## config.mk

```make
export PLATFORM = sky130hd
export DESIGN_NAME = archer_projectile_ctl
export DESIGN_NICKNAME = d
export VERILOG_FILES = /design/src/rtl/archer_projectile_ctl.sv
export SDC_FILE = /design/constraint.sdc
export NUM_CORES = 1
export LEC_CHECK = 0
export ABC_AREA = 1
export BUFFER_PORTS_ARGS = -buffer_cell sky130_fd_sc_hd__buf_2
export CAP_MARGIN = 20
export CORE_MARGIN = 1.5
export CORE_UTILIZATION = 50
export DETAILED_ROUTE_END_ITERATION = 10
export GPL_ROUTABILITY_DRIVEN = 0
export GPL_TIMING_DRIVEN = 0
export PLACE_DENSITY = 0.79
export RECOVER_POWER = 25
export SYNTH_ARGS = -nofsm -noshare
export SYNTH_HDL_FRONTEND = slang
export SYNTH_SLANG_ARGS = --single-unit
export TNS_END_PERCENT = 5
```

## constraint.sdc

```tcl
create_clock -name clk -period 1.9 [get_ports clk]
set_clock_uncertainty 0.2 [all_clocks]
set_input_delay 0.38 -clock clk [delete_from_list [all_inputs] [get_ports clk]]
set_output_delay 0.38 -clock clk [all_outputs]
set_load 0.02 [all_outputs]
```

## src/rtl/archer_projectile_ctl.sv

```systemverilog
// archer_projectile_ctl: spawns, moves and retires the archer's arrows, one
// motion step per frame_tick, feeding packed slot positions and active flags
// to the projectile draw stage.
// Optional build macro PROJ_HIT_EN adds boss collision inputs, boss_hit
// output and retire-on-hit; without it the block has no collision logic.
module archer_projectile_ctl #(
  parameter int unsigned PROJECTILE_COUNT = 4,
  parameter int unsigned PROJ_SPEED       = 4,
  parameter int unsigned COOLDOWN_FRAMES  = 20,
  parameter int unsigned MAX_RANGE        = 400,
  parameter int unsigned SPAWN_OFFSET     = 16,
  parameter int unsigned HOR_PIXELS       = 1024
) (
  input  logic                           clk,
  input  logic                           rst_n,
  input  logic                           frame_tick,
  input  logic                           fire,
  input  logic [11:0]                    pos_x_archer,
  input  logic [11:0]                    pos_y_archer,
  input  logic                           flip_hor_archer,
  input  logic [1:0]                     game_active,
  input  logic [1:0]                     char_class,
  input  logic                           alive,
  output logic [PROJECTILE_COUNT*12-1:0] pos_x_proj,
  output logic [PROJECTILE_COUNT*12-1:0] pos_y_proj,
  output logic [PROJECTILE_COUNT-1:0]    projectile_animated,
  output logic                           shot_fired
`ifdef PROJ_HIT_EN
  ,
  input  logic [11:0]                    boss_x,
  input  logic [11:0]                    boss_y,
  input  logic [7:0]                     boss_hw,
  input  logic [7:0]                     boss_hh,
  input  logic [0:0]                     boss_alive,
  output logic                           boss_hit
`endif
);

  localparam int unsigned CD_W = $clog2(COOLDOWN_FRAMES + 1);

  typedef enum logic {IDLE, FLYING} slot_state_t;

  slot_state_t       state_q [PROJECTILE_COUNT];
  logic [11:0]       x_q     [PROJECTILE_COUNT];
  logic [11:0]       y_q     [PROJECTILE_COUNT];
  logic              dir_q   [PROJECTILE_COUNT];
  logic [9:0]        dist_q  [PROJECTILE_COUNT];
  logic [CD_W-1:0]   cooldown_q;
  logic              fire_req_q;
  logic              fire_d_q;

  logic                        enable;
  logic                        fire_edge;
  logic                        any_idle;
  logic                        spawn_ok;
  logic [12:0]                 spawn_x;
  logic [PROJECTILE_COUNT-1:0] spawn_sel;
  logic [PROJECTILE_COUNT-1:0] retire;
  logic [11:0]                 x_step  [PROJECTILE_COUNT];
`ifdef PROJ_HIT_EN
  logic [PROJECTILE_COUNT-1:0] hit;
  logic [11:0]                 dx;
  logic [11:0]                 dy;
`endif

  assign enable    = (game_active != 2'd0) && (char_class == 2'd2) && alive;
  assign fire_edge = fire & ~fire_d_q;

  // Spawn x carries a 13th bit so a left-edge underflow wraps far above
  // HOR_PIXELS and is rejected by the same upper-bound test.
  always_comb begin
    if (flip_hor_archer)
      spawn_x = {1'b0, pos_x_archer} - 13'(SPAWN_OFFSET);
    else
      spawn_x = {1'b0, pos_x_archer} + 13'(SPAWN_OFFSET);
  end

  // Lowest-index idle slot as a one-hot select.
  always_comb begin
    spawn_sel = '0;
    any_idle  = 1'b0;
    for (int unsigned i = 0; i < PROJECTILE_COUNT; i++) begin
      if (state_q[i] == IDLE && !any_idle) begin
        spawn_sel[i] = 1'b1;
        any_idle     = 1'b1;
      end
    end
  end

  assign spawn_ok = frame_tick && enable && (fire_req_q | fire_edge) &&
                    (cooldown_q == '0) && any_idle &&
                    (spawn_x < 13'(HOR_PIXELS));

  // Per-slot next x and retire decision for the next motion step.
  always_comb begin
    for (int unsigned i = 0; i < PROJECTILE_COUNT; i++) begin
      retire[i] = 1'b0;
      x_step[i] = x_q[i];
      if ((11'(dist_q[i]) + 11'(PROJ_SPEED)) >= 11'(MAX_RANGE)) begin
        retire[i] = 1'b1;
      end else if (dir_q[i]) begin
        if (x_q[i] < 12'(PROJ_SPEED)) retire[i] = 1'b1;
        else                          x_step[i] = x_q[i] - 12'(PROJ_SPEED);
      end else begin
        if ((13'(x_q[i]) + 13'(PROJ_SPEED)) >= 13'(HOR_PIXELS)) retire[i] = 1'b1;
        else                                                  x_step[i] = x_q[i] + 12'(PROJ_SPEED);
      end
    end
  end

`ifdef PROJ_HIT_EN
  // Box overlap test against the boss for every flying slot.
  always_comb begin
    hit = '0;
    dx  = '0;
    dy  = '0;
    for (int unsigned i = 0; i < PROJECTILE_COUNT; i++) begin
      dx = (x_q[i] >= boss_x) ? (x_q[i] - boss_x) : (boss_x - x_q[i]);
      dy = (y_q[i] >= boss_y) ? (y_q[i] - boss_y) : (boss_y - y_q[i]);
      hit[i] = boss_alive[0] && (state_q[i] == FLYING) &&
               (dx < {4'd0, boss_hw}) && (dy < {4'd0, boss_hh});
    end
  end
`endif

  // Slot FSMs, fire capture, cooldown and shot pulse.
  always_ff @(posedge clk or negedge rst_n) begin
    if (!rst_n) begin
      for (int unsigned i = 0; i < PROJECTILE_COUNT; i++) begin
        state_q[i] <= IDLE;
        x_q[i]     <= '0;
        y_q[i]     <= '0;
        dir_q[i]   <= 1'b0;
        dist_q[i]  <= '0;
      end
      cooldown_q <= '0;
      fire_req_q <= 1'b0;
      fire_d_q   <= 1'b0;
      shot_fired <= 1'b0;
`ifdef PROJ_HIT_EN
      boss_hit   <= 1'b0;
`endif
    end else begin
      fire_d_q   <= fire;
      shot_fired <= 1'b0;
`ifdef PROJ_HIT_EN
      boss_hit   <= 1'b0;
`endif
      if (!enable) begin
        for (int unsigned i = 0; i < PROJECTILE_COUNT; i++) state_q[i] <= IDLE;
        fire_req_q <= 1'b0;
        cooldown_q <= '0;
      end else if (frame_tick) begin
        fire_req_q <= 1'b0;
        if (spawn_ok) begin
          cooldown_q <= CD_W'(COOLDOWN_FRAMES);
          shot_fired <= 1'b1;
        end else if (cooldown_q != '0) begin
          cooldown_q <= cooldown_q - 1'b1;
        end
`ifdef PROJ_HIT_EN
        boss_hit <= |hit;
`endif
        for (int unsigned i = 0; i < PROJECTILE_COUNT; i++) begin
          if (spawn_ok && spawn_sel[i]) begin
            state_q[i] <= FLYING;
            x_q[i]     <= spawn_x[11:0];
            y_q[i]     <= pos_y_archer;
            dir_q[i]   <= flip_hor_archer;
            dist_q[i]  <= '0;
          end else if (state_q[i] == FLYING) begin
`ifdef PROJ_HIT_EN
            if (hit[i] || retire[i]) begin
`else
            if (retire[i]) begin
`endif
              state_q[i] <= IDLE;
            end else begin
              x_q[i]    <= x_step[i];
              dist_q[i] <= dist_q[i] + 10'(PROJ_SPEED);
            end
          end
        end
      end else if (fire_edge) begin
        fire_req_q <= 1'b1;
      end
    end
  end

  // Pack slot registers onto the draw-stage buses.
  always_comb begin
    pos_x_proj          = '0;
    pos_y_proj          = '0;
    projectile_animated = '0;
    for (int unsigned i = 0; i < PROJECTILE_COUNT; i++) begin
      pos_x_proj[i*12 +: 12] = x_q[i];
      pos_y_proj[i*12 +: 12] = y_q[i];
      projectile_animated[i] = (state_q[i] == FLYING);
    end
  end

endmodule

```

==> impl_metrics.ini, run 1 <==
[timing]
fin_ws_ns = -0.343
tightest_slew_ns = 0.819
hold_viol = 0
setup_viol = 141
fmax_mhz = 446
period_share_pct = 118
drv_slew = 0
whs_ns = 0.0702
rsz0062_at_grt = true
period_needed_ns = 2.24
slew_headroom_pct = 45.4

[detailed_routing]
antenna_left = 0
vias = 8871
drcViolationCount = 0
wl_per_cell_um = 15.8
routed_wl_mm = 25.4
routed_via_density = 5.50
first_pass_iters = 5
drt_iter0_drc = 993

[setup_path]
path_buf_inv = 3
critPathMaxStageDelay_ns = 0.39
worstPathRequired_ns = 2.07
crit_chain = inv_2 > ha_4 > nand3b_1 > nor2_1 > nand3_2 > nor2_8 > nand4_4 > buf_8 > buf_12 > nand2_2 > nand3_1 > nand2_1
cp-start-kind = register
arrival_ns = 2.41
crit_type = register to register
crit_slowest_cell = dfrtp_1
critical_path.top_delay_family = simple AND/OR/NAND/NOR gates
cp-end-kind = register
path_max_fanout = 7
rrSetupSlack_ns = -0.34

[logic_synthesis]
yosys-top-cells-area = dfrtp_1 (41%), nand2_1 (17%), nand3_1 (7.2%)
ys_seq_area_share_pct = 40.6
synth-edff-count = 0
syn_area_mm2 = 0.00888
synth.top_cell.area_share_pct = 40.6
netlist.top_cell.by_area = dfrtp_1
syn_area_per_cell_um2 = 7.49
ys_ff_latch = 144
ys_warn_count = 0
synth_cell_type_count = 37
ys.flop_type = dfrtp_1
netlist_instances = 1186
ys_async_sr_fraction_pct = 100
synthesis.nets = 1241

[global_routing]
first_global_vias = 8068
antenna_found_initial = 1
grt_util_all_layers_pct = 27.3
grt_max_degree = 89
grt_pass1_wl_mm = 39.6
overflow = 0

[floorplanning]
fp.dieH_um = 136
die_area_mm2 = 0.0186
rows = 48
io_pins = 135
dieWidth_um = 136
initial_utilization_pct = 51.2
core_mm2 = 0.0174

[finish]
syn_to_final_growth_pct = 27.0
drive_gt1_share_pct = 27.2
multi_input_area_mm2 = 0.00486
seq_area_mm2 = 0.00361
nets = 1429
fin_util_pct = 65.0
fin_cells = 1612
final_area_mm2 = 0.0113
fillers = 1402

[run_status]
violations = setup timing
status = finished, violations left

[placed_design]
post-dp-hpwl_mm = 17.5
dpl_worst_slack_ns = -1.01
place_inst = 1546
post_dp_cell_area_mm2 = 0.0100
port_buffers = 134

[cts]
cts_root_buffer = clkbuf_16
clk_pin_slew_ns = 0.06
clock_latency_ns = 0.43
numCtsBuffers = 17
h-tree-depth = 4
tritoncts = done
cts.sinks = 144
clock_path_buffers = 2

[pwr]
p_per_area_mw_per_mm2 = 614
max-vdd-ir-drop_v = 0.000656
leakagePower_nw = 6.12

[run]
maxCapViolCount = 0

[worst_hold_path]
hold_class = input pin to register
## state kept, by name, indices dropped and copies added (netlist names)
name / cells
dir_q: 4
fire_d_q: 1
projectile_animated: 4
cooldown_q: 5
fire_req_q: 1
dist_q: 32
shot_fired: 1
pos_x_proj: 48
pos_y_proj: 48
## kinds of logic (layout without fill, tap and decap cells)
kind of cell / after synthesis / count (layout) / share of synthesized area, %
xor gates and xnor gates: 51 / 51 / 5.03
DFF: 144 / 144 / 40.6
other: 0 / 1 / 0
adders and majority gates: 21 / 21 / 3.04
AOI/OAI and AO/OA: 110 / 110 / 7.56
buffers and inverters: 170 / 370 / 9.07
and+or+nand+nor: 690 / 690 / 34.7
## what timing repair did
action | CTS | global route
endpoints found under the setup margin | 141 | 142
setup buffers | 9 | 19
pin swaps | 13 | 28
hold buffers | 2 | 0
gates resized for setup | 54 | 69
cloned | 1 | 3
endpoints found under the hold margin | 57 | 0
## routing by layer
layer / global-route usage [%] / vias to the layer above / part of all wire, %
li1: - / 4218 / -
met1: 35.2 / 4197 / 41
met2: 45.1 / 375 / 49
met3: 4.59 / 81 / 6.6
met4: 12.1 / 0 / 3.7
met5: 0 / - / 0
## per-stage QoR
step,power (mW),TNS (ns)
after floorplan,3.53,-29.27
after CTS,6.90,-42.21
after global placement,3.74,-370.66
after global routing,7.13,-52.43
after detailed placement,3.76,-113.01
final,6.93,-36.16
## cell usage after synthesis (14+ instances only)
library cell  instances
ha_1                 20
nand4_1              49
xor2_1               37
nand2_1             400
nand3_1             127
xnor2_1              14
o21ai_0              30
buf_6                16
nor2_1               76
dfrtp_1             144
o21ai_1              31
o21ai_2              29
inv_1               121
## worst register-to-register path, stage by stage (launching register included)
cell and delay (ns):
dfrtp_1 0.39, inv_2 0.08, ha_4 0.14, nand3b_1 0.11, nor2_1 0.13, nand3_2 0.16, nor2_8 0.21, nand4_4 0.21
buf_8 0.22, buf_12 0.14, nand2_2 0.06, nand3_1 0.08, nand2_1 0.06
## report_power, final
group	switching (mW)	total, mW	internal (mW)
Combinational	0.433	0.641	0.208
Sequential	0.0217	3.12	3.09
Clock	1.31	3.17	1.86
## layout by cell type, fill, tap and decap left out, types with 28 or more instances in the layout
master,synthesis,layout
nand2_1,400,373
dfrtp_1,144,135
xor2_1,37,37
nor2_1,76,61
nand3_1,127,113
o21ai_0,30,28
o21ai_2,29,45
nand4_1,49,49
buf_2,11,134
inv_1,121,118
## path summary, 6_finish.rpt
check	startpoint	endpoint	cells past startpoint
worst max-delay path	cooldown_q[0]	pos_x_proj[21]	12
worst min-delay path	pos_y_archer[6]	pos_y_proj[30]	3
worst max register to register	cooldown_q[0]	pos_x_proj[21]	12
worst min register to register	pos_y_proj[30]	pos_y_proj[30]	2
max in group asynchronous	rst_n	pos_x_proj[42]	3
min in group asynchronous	rst_n	pos_y_proj[26]	2
## cell type report
type	count	area share [%]
diodes	1	0.0222
plain buffers	41	3.54
clock buffers	22	4.12
clock inverters	9	0.765
inverters	129	4.57
multi-input cells	872	43.1
flip-flops and latches	144	32.1
well taps	225	2.50
repair buffers	169	9.34
Power figures use the tool's default switching activity.
==> run 2: changes to the inputs <==
--- a/config.mk
+++ b/config.mk
@@ -10,10 +10,11 @@
 export CAP_MARGIN = 20
 export CORE_MARGIN = 1.5
 export CORE_UTILIZATION = 50
+export CTS_CLUSTER_DIAMETER = 30
 export DETAILED_ROUTE_END_ITERATION = 10
 export GPL_ROUTABILITY_DRIVEN = 0
 export GPL_TIMING_DRIVEN = 0
-export PLACE_DENSITY = 0.79
+export PLACE_DENSITY = 0.77
 export RECOVER_POWER = 25
 export SYNTH_ARGS = -nofsm -noshare
 export SYNTH_HDL_FRONTEND = slang
==> constraint.sdc (replaced) <==
create_clock -name clk -period 2.2 [get_ports clk]
set_clock_uncertainty 0.2 [all_clocks]
set_input_delay 0.44 -clock clk [delete_from_list [all_inputs] [get_ports clk]]
set_output_delay 0.44 -clock clk [all_outputs]
set_load 0.02 [all_outputs]
==> impl_metrics.ini, run 2 (synthesized netlist as in run 1, its figures left out) <==
[timing]
rsz0062_at_grt = true
setup_viol = 74
drv_slew = 0
whs_ns = 0.113
fmax_mhz = 435
period_needed_ns = 2.30
hold_viol = 0
finalSetupTns_ns = -1.91
fin_ws_ns = -0.0982
slew_headroom_pct = 41.7
tightest_slew_ns = 0.874
period_share_pct = 104

[placed_design]
dpl_worst_slack_ns = -0.795
port_buffers = 134
post_dp_cell_area_mm2 = 0.00998
place_inst = 1546
post-dp-hpwl_mm = 17.5

[run_status]
violations = setup timing
status = finished, violations left

[detailed_routing]
wl_per_cell_um = 16.1
vias = 9020
dr_wl_met2_mm = 12.4
routed_wl_mm = 26.1
first_pass_iters = 5
met1_length_mm = 10.7
routed_via_density = 5.56
drcViolationCount = 0
wl_met3_mm = 2.05
drt_iter0_drc = 1020
antenna_left = 0
highest_layer = met4

[finish]
nets = 1439
diodes = 0
layout_common_cells = nand2_1 (377), buf_2 (137), dfrtp_1 (137)
fin_util_pct = 65.1
multi_input_area_mm2 = 0.00478
syn_to_final_growth_pct = 27.2
final_area_mm2 = 0.0113
fillers = 1383
drive_gt1_share_pct = 26.5
seq_area_mm2 = 0.00361
fin_cells = 1622
final_common_cell = nand2_1

[cts]
clk_pin_slew_ns = 0.06
clock_latency_ns = 0.42
tritoncts = done
clock_path_buffers = 2
h-tree-depth = 4
cts.sinks = 144
cts_root_buffer = clkbuf_16
numCtsBuffers = 17

[global_routing]
grt_pass1_wl_mm = 40.1
grt_util_all_layers_pct = 27.6
overflow = 0
grt_max_degree = 87
first_global_vias = 8000
antenna_found_initial = 0

[pwr]
total_power_mw = 6.13
leakagePower_nw = 6.16
max-vdd-ir-drop_v = 0.000592
p_per_area_mw_per_mm2 = 542

[setup_path]
crit_type = register to register
arrival_ns = 2.46
path_buf_inv = 2
crit_chain = buf_4 > nand3_1 > nor2_1 > nand2_1 > o21ai_0 > nand3_2 > nand2_8 > buf_4 > nand3_1 > nand2_1
critical_path.top_delay_family = simple AND/OR/NAND/NOR gates
path_max_fanout = 10
crit_slowest_cell = dfrtp_2
cp-end-kind = register
critPathMaxStageDelay_ns = 0.43
worstPathRequired_ns = 2.36
cp-start-kind = register

[floorplanning]
core_mm2 = 0.0174
io_pins = 135
die_area_mm2 = 0.0186
fp.dieH_um = 136
rows = 48
dieWidth_um = 136
initial_utilization_pct = 51.2

[worst_hold_path]
hold_class = input pin to register

[run]
maxCapViolCount = 0
run 2: cell count changes in the layout (fill, tap and decap cells not counted), sizes merged:
cell and delta:
clkbuf -3, diode -1, inv +1, buf +12, bufinv +1
run 2: power breakdown:
group | leakage, nW | total [mW] | switching, mW | internal, mW
sequential | 1.98 | 2.69 | 0.0174 | 2.67
combinational | 3.91 | 0.590 | 0.384 | 0.205
clock | 0.276 | 2.85 | 1.12 | 1.72
total | 6.16 | 6.13 | 1.53 | 4.60
run 2: cell type report:
cell class | count | area share [%]
inverters | 129 | 4.53
clock inverters | 10 | 0.986
well taps | 225 | 2.49
clock buffers | 22 | 4.11
flip-flops and latches | 144 | 32.0
plain buffers | 41 | 3.49
multi-input cells | 872 | 42.3
repair inverters | 1 | 0.0554
repair buffers | 178 | 10.0
run 2: final timing paths:
kind | start | to | slack [ns] | cells after the start
max in group asynchronous | rst_n | pos_x_proj[3] | 0.38 | 3
max reg2reg | pos_x_proj[2] | dist_q[34] | -0.1 | 10
min in group asynchronous | rst_n | pos_y_proj[43] | 0.50 | 2
max | pos_x_proj[2] | dist_q[34] | -0.1 | 10
min reg2reg | pos_y_proj[31] | pos_y_proj[31] | 0.28 | 2
min | frame_tick | projectile_animated[2] | 0.11 | 4
run 2: metal layers:
layer | GRT usage [%] | vias to the layer above
met5 | 0 | -
met3 | 5.52 | 87
met1 | 37.3 | 4243
met4 | 9.69 | 0
met2 | 44.1 | 446
li1 | - | 4244
run 2: worst register-to-register path: stages, from the launching register on:
cell	delay (ns)
dfrtp_2	0.43
buf_4	0.14
nand3_1	0.15
nor2_1	0.18
nand2_1	0.09
o21ai_0	0.28
nand3_2	0.20
nand2_8	0.16
buf_4	0.19
nand3_1	0.13
nand2_1	0.09
run 2: repair_timing:
action	in CTS	in global routing
hold buffers	2	0
resized for setup	41	63
setup buffers	13	22
cloned	2	5
hold endpoints to repair	59	0
pin swaps	12	25
endpoints found under the setup margin	141	141
==> run 3: changes to the inputs <==
--- a/config.mk
+++ b/config.mk
@@ -5,7 +5,7 @@
 export SDC_FILE = /design/constraint.sdc
 export NUM_CORES = 1
 export LEC_CHECK = 0
-export ABC_AREA = 1
+export ABC_AREA = 0
 export BUFFER_PORTS_ARGS = -buffer_cell sky130_fd_sc_hd__buf_2
 export CAP_MARGIN = 20
 export CORE_MARGIN = 1.5
==> impl_metrics.ini, run 3 <==
[run_status]
status = finished, violations left
violations = setup timing

[pwr]
p_per_area_mw_per_mm2 = 558
swShare_pct = 26.7
sequentialPowerShare_pct = 45.4
max-vdd-ir-drop_v = 0.000568
p_int_mw = 4.38
leakagePower_nw = 5.23
switching_power_mw = 1.59
pwr-share-comb_pct = 9.3
clkPwrFrac_pct = 45.3
total_power_mw = 5.98

[timing]
slew_headroom_pct = 30.6
rsz0062_at_grt = true
fin_ws_ns = -0.412
hold_viol = 0
period_needed_ns = 2.61
drv_slew = 0
fmax_mhz = 383
tightest_slew_ns = 1.04
period_share_pct = 119
setup_viol = 141

[logic_synthesis]
ys_seq_area_share_pct = 43.5
ys_top_cells_by_count = dfrtp_1 (144), nand2_1 (90), nor2_1 (67), mux2_2 (38), xor2_1 (35)
ys_ff_latch = 144
ys_warn_count = 0
netlist_instances = 835
netlist.top_cell.by_area = dfrtp_1
yosysMostFrequentCell = dfrtp_1
syn_area_per_cell_um2 = 9.92
synthesis.nets = 890
ys_async_sr_fraction_pct = 100
synth.top_cell.area_share_pct = 43.5
synth-edff-count = 0
syn_area_mm2 = 0.00828
yosys-top-cells-area = dfrtp_1 (44%), mux2_2 (5.2%), nand2_1 (4.1%)
ys.flop_type = dfrtp_1
synth_cell_type_count = 74

[finish]
drive_gt1_share_pct = 34.6
nets = 1075
diodes = 0
layout_common_cells = buf_2 (140), dfrtp_1 (132), nand2_1 (83)
syn_to_final_growth_pct = 29.4
final_common_cell = buf_2
fin_cells = 1249
fin_util_pct = 66.7

[detailed_routing]
antenna_left = 0
routed_via_density = 5.81
drcViolationCount = 0
first_pass_iters = 5
routed_wl_mm = 22.5
vias = 7253
drt_iter0_drc = 536
wl_per_cell_um = 18.0

[floorplanning]
initial_utilization_pct = 51.6
dieWidth_um = 132
rows = 46
fp.dieH_um = 132
io_pins = 135
die_area_mm2 = 0.0173
core_mm2 = 0.0161

[placed_design]
post-dp-hpwl_mm = 14.7
place_inst = 1186
port_buffers = 134

[cts]
tritoncts = done
h-tree-depth = 4
cts_root_buffer = clkbuf_16
clk_pin_slew_ns = 0.07
clock_path_buffers = 2
numCtsBuffers = 17
clock_latency_ns = 0.42
cts.sinks = 144

[setup_path]
crit_type = register to register
worstPathRequired_ns = 2.31
critPathMaxStageDelay_ns = 0.39
arrival_ns = 2.72
path_buf_inv = 3
critical_path.top_delay_family = simple AND/OR/NAND/NOR gates
cp-start-kind = register
crit_slowest_cell = dfrtp_1
cp-end-kind = register
crit_chain = inv_2 > ha_4 > nor4b_4 > o221a_1 > and3_4 > nand4bb_4 > nor4_4 > buf_6 > clkbuf_16 > mux2_4
path_max_fanout = 6

[global_routing]
antenna_found_initial = 0
grt_pass1_wl_mm = 36.5
grt_util_all_layers_pct = 26.1
grt_max_degree = 74
overflow = 0
first_global_vias = 7149

[worst_hold_path]
hold_class = input pin to register

[run]
maxCapViolCount = 0
## run 3: changes by cell type in the layout (fill, tap and decap cells not counted), moves of 17 or more
cell | previous run | this run
nand4_1 | 49 | 28
mux2_2 | 0 | 25
mux2_4 | 0 | 18
nand2_2 | 23 | 6
inv_1 | 119 | 22
o21ai_2 | 38 | 0
mux2i_1 | 0 | 18
nand2_1 | 377 | 83
a21oi_1 | 11 | 30
nand3_1 | 119 | 30
o21ai_1 | 24 | 2
## run 3: layer usage
metal / global-route usage [%] / vias up / routed length (um)
met5: 0 / - / 0
met4: 8.58 / 0 / 277
met3: 7.79 / 28 / 1650
met2: 42.0 / 282 / 10800
met1: 33.9 / 3561 / 9770
li1: - / 3382 / -
## run 3: power groups by stage
stage | logic (mW) | registers [mW] | clock network (mW)
after floorplan | 0.236 | 2.79 | 0
after global placement | 0.483 | 2.75 | 0
after detailed placement | 0.501 | 2.75 | 0
after CTS | 0.544 | 2.71 | 2.75
after global routing | 0.599 | 2.72 | 2.88
final | 0.554 | 2.71 | 2.71
## run 3: final timing paths
path                                  from              to  slack (ns)  cells past startpoint
max                          cooldown_q[0]  pos_x_proj[38]       -0.41                     10
min                        pos_y_archer[9]   pos_y_proj[9]        0.05                      3
max reg2reg                  cooldown_q[0]  pos_x_proj[38]       -0.41                     10
min reg2reg                  pos_x_proj[0]   pos_x_proj[0]        0.26                      2
max in group asynchronous            rst_n      dist_q[12]        0.33                      3
min in group asynchronous            rst_n      dist_q[36]        0.57                      2
## run 3: repair_timing
action / CTS / global route
hold buffers: 2 / 0
gates cloned: 2 / 1
setup buffers: 20 / 9
resized for setup: 94 / 32
pin swaps: 26 / 14
endpoints found under the setup margin: 141 / 141
hold endpoints to repair: 72 / 0
## run 3: cell type report
type	count	area, um2
buffer	39	348
clock buffer	19	443
clock inverter	13	105
fill	1211	5350
inverter	25	93.8
multi-input combinational	624	4760
sequential	144	3620
tap	216	270
timing repair buffer	169	1070
## run 3: logic make-up after synthesis
logic type                 Yosys count  share of synthesized area [%]
AOI/OAI and AO/OA                  133                           10.8
DFF                                144                           43.5
and+or+nand+nor                    339                           22.7
xor gates and xnor gates            59                           6.24
buffers and inverters               67                           3.79
muxes                               72                           9.61
adders and majority gates           21                           3.26
## run 3: through the flow
step / hold WS, ns / worst slack [ns] / TNS (ns) / cell area [um2]
2_1_floorplan: -0.0556 / -0.483 / -44.42 / 8440
3_3_place_gp: 0.245 / -1.65 / -387.06 / 9380
3_5_place_dp: 0.251 / -1.31 / -156.08 / 9410
4_1_cts: 0.0441 / -0.445 / -38.15 / 10500
5_1_grt: 0.0544 / -0.520 / -53.26 / 10700
6_report: 0.0506 / -0.412 / -38.19 / 10700
## run 3: tightest hold or removal path, cell delays in order
cell	delay (ns)
buf_2	0.11
nand2_1	0.05
nand2_1	0.05
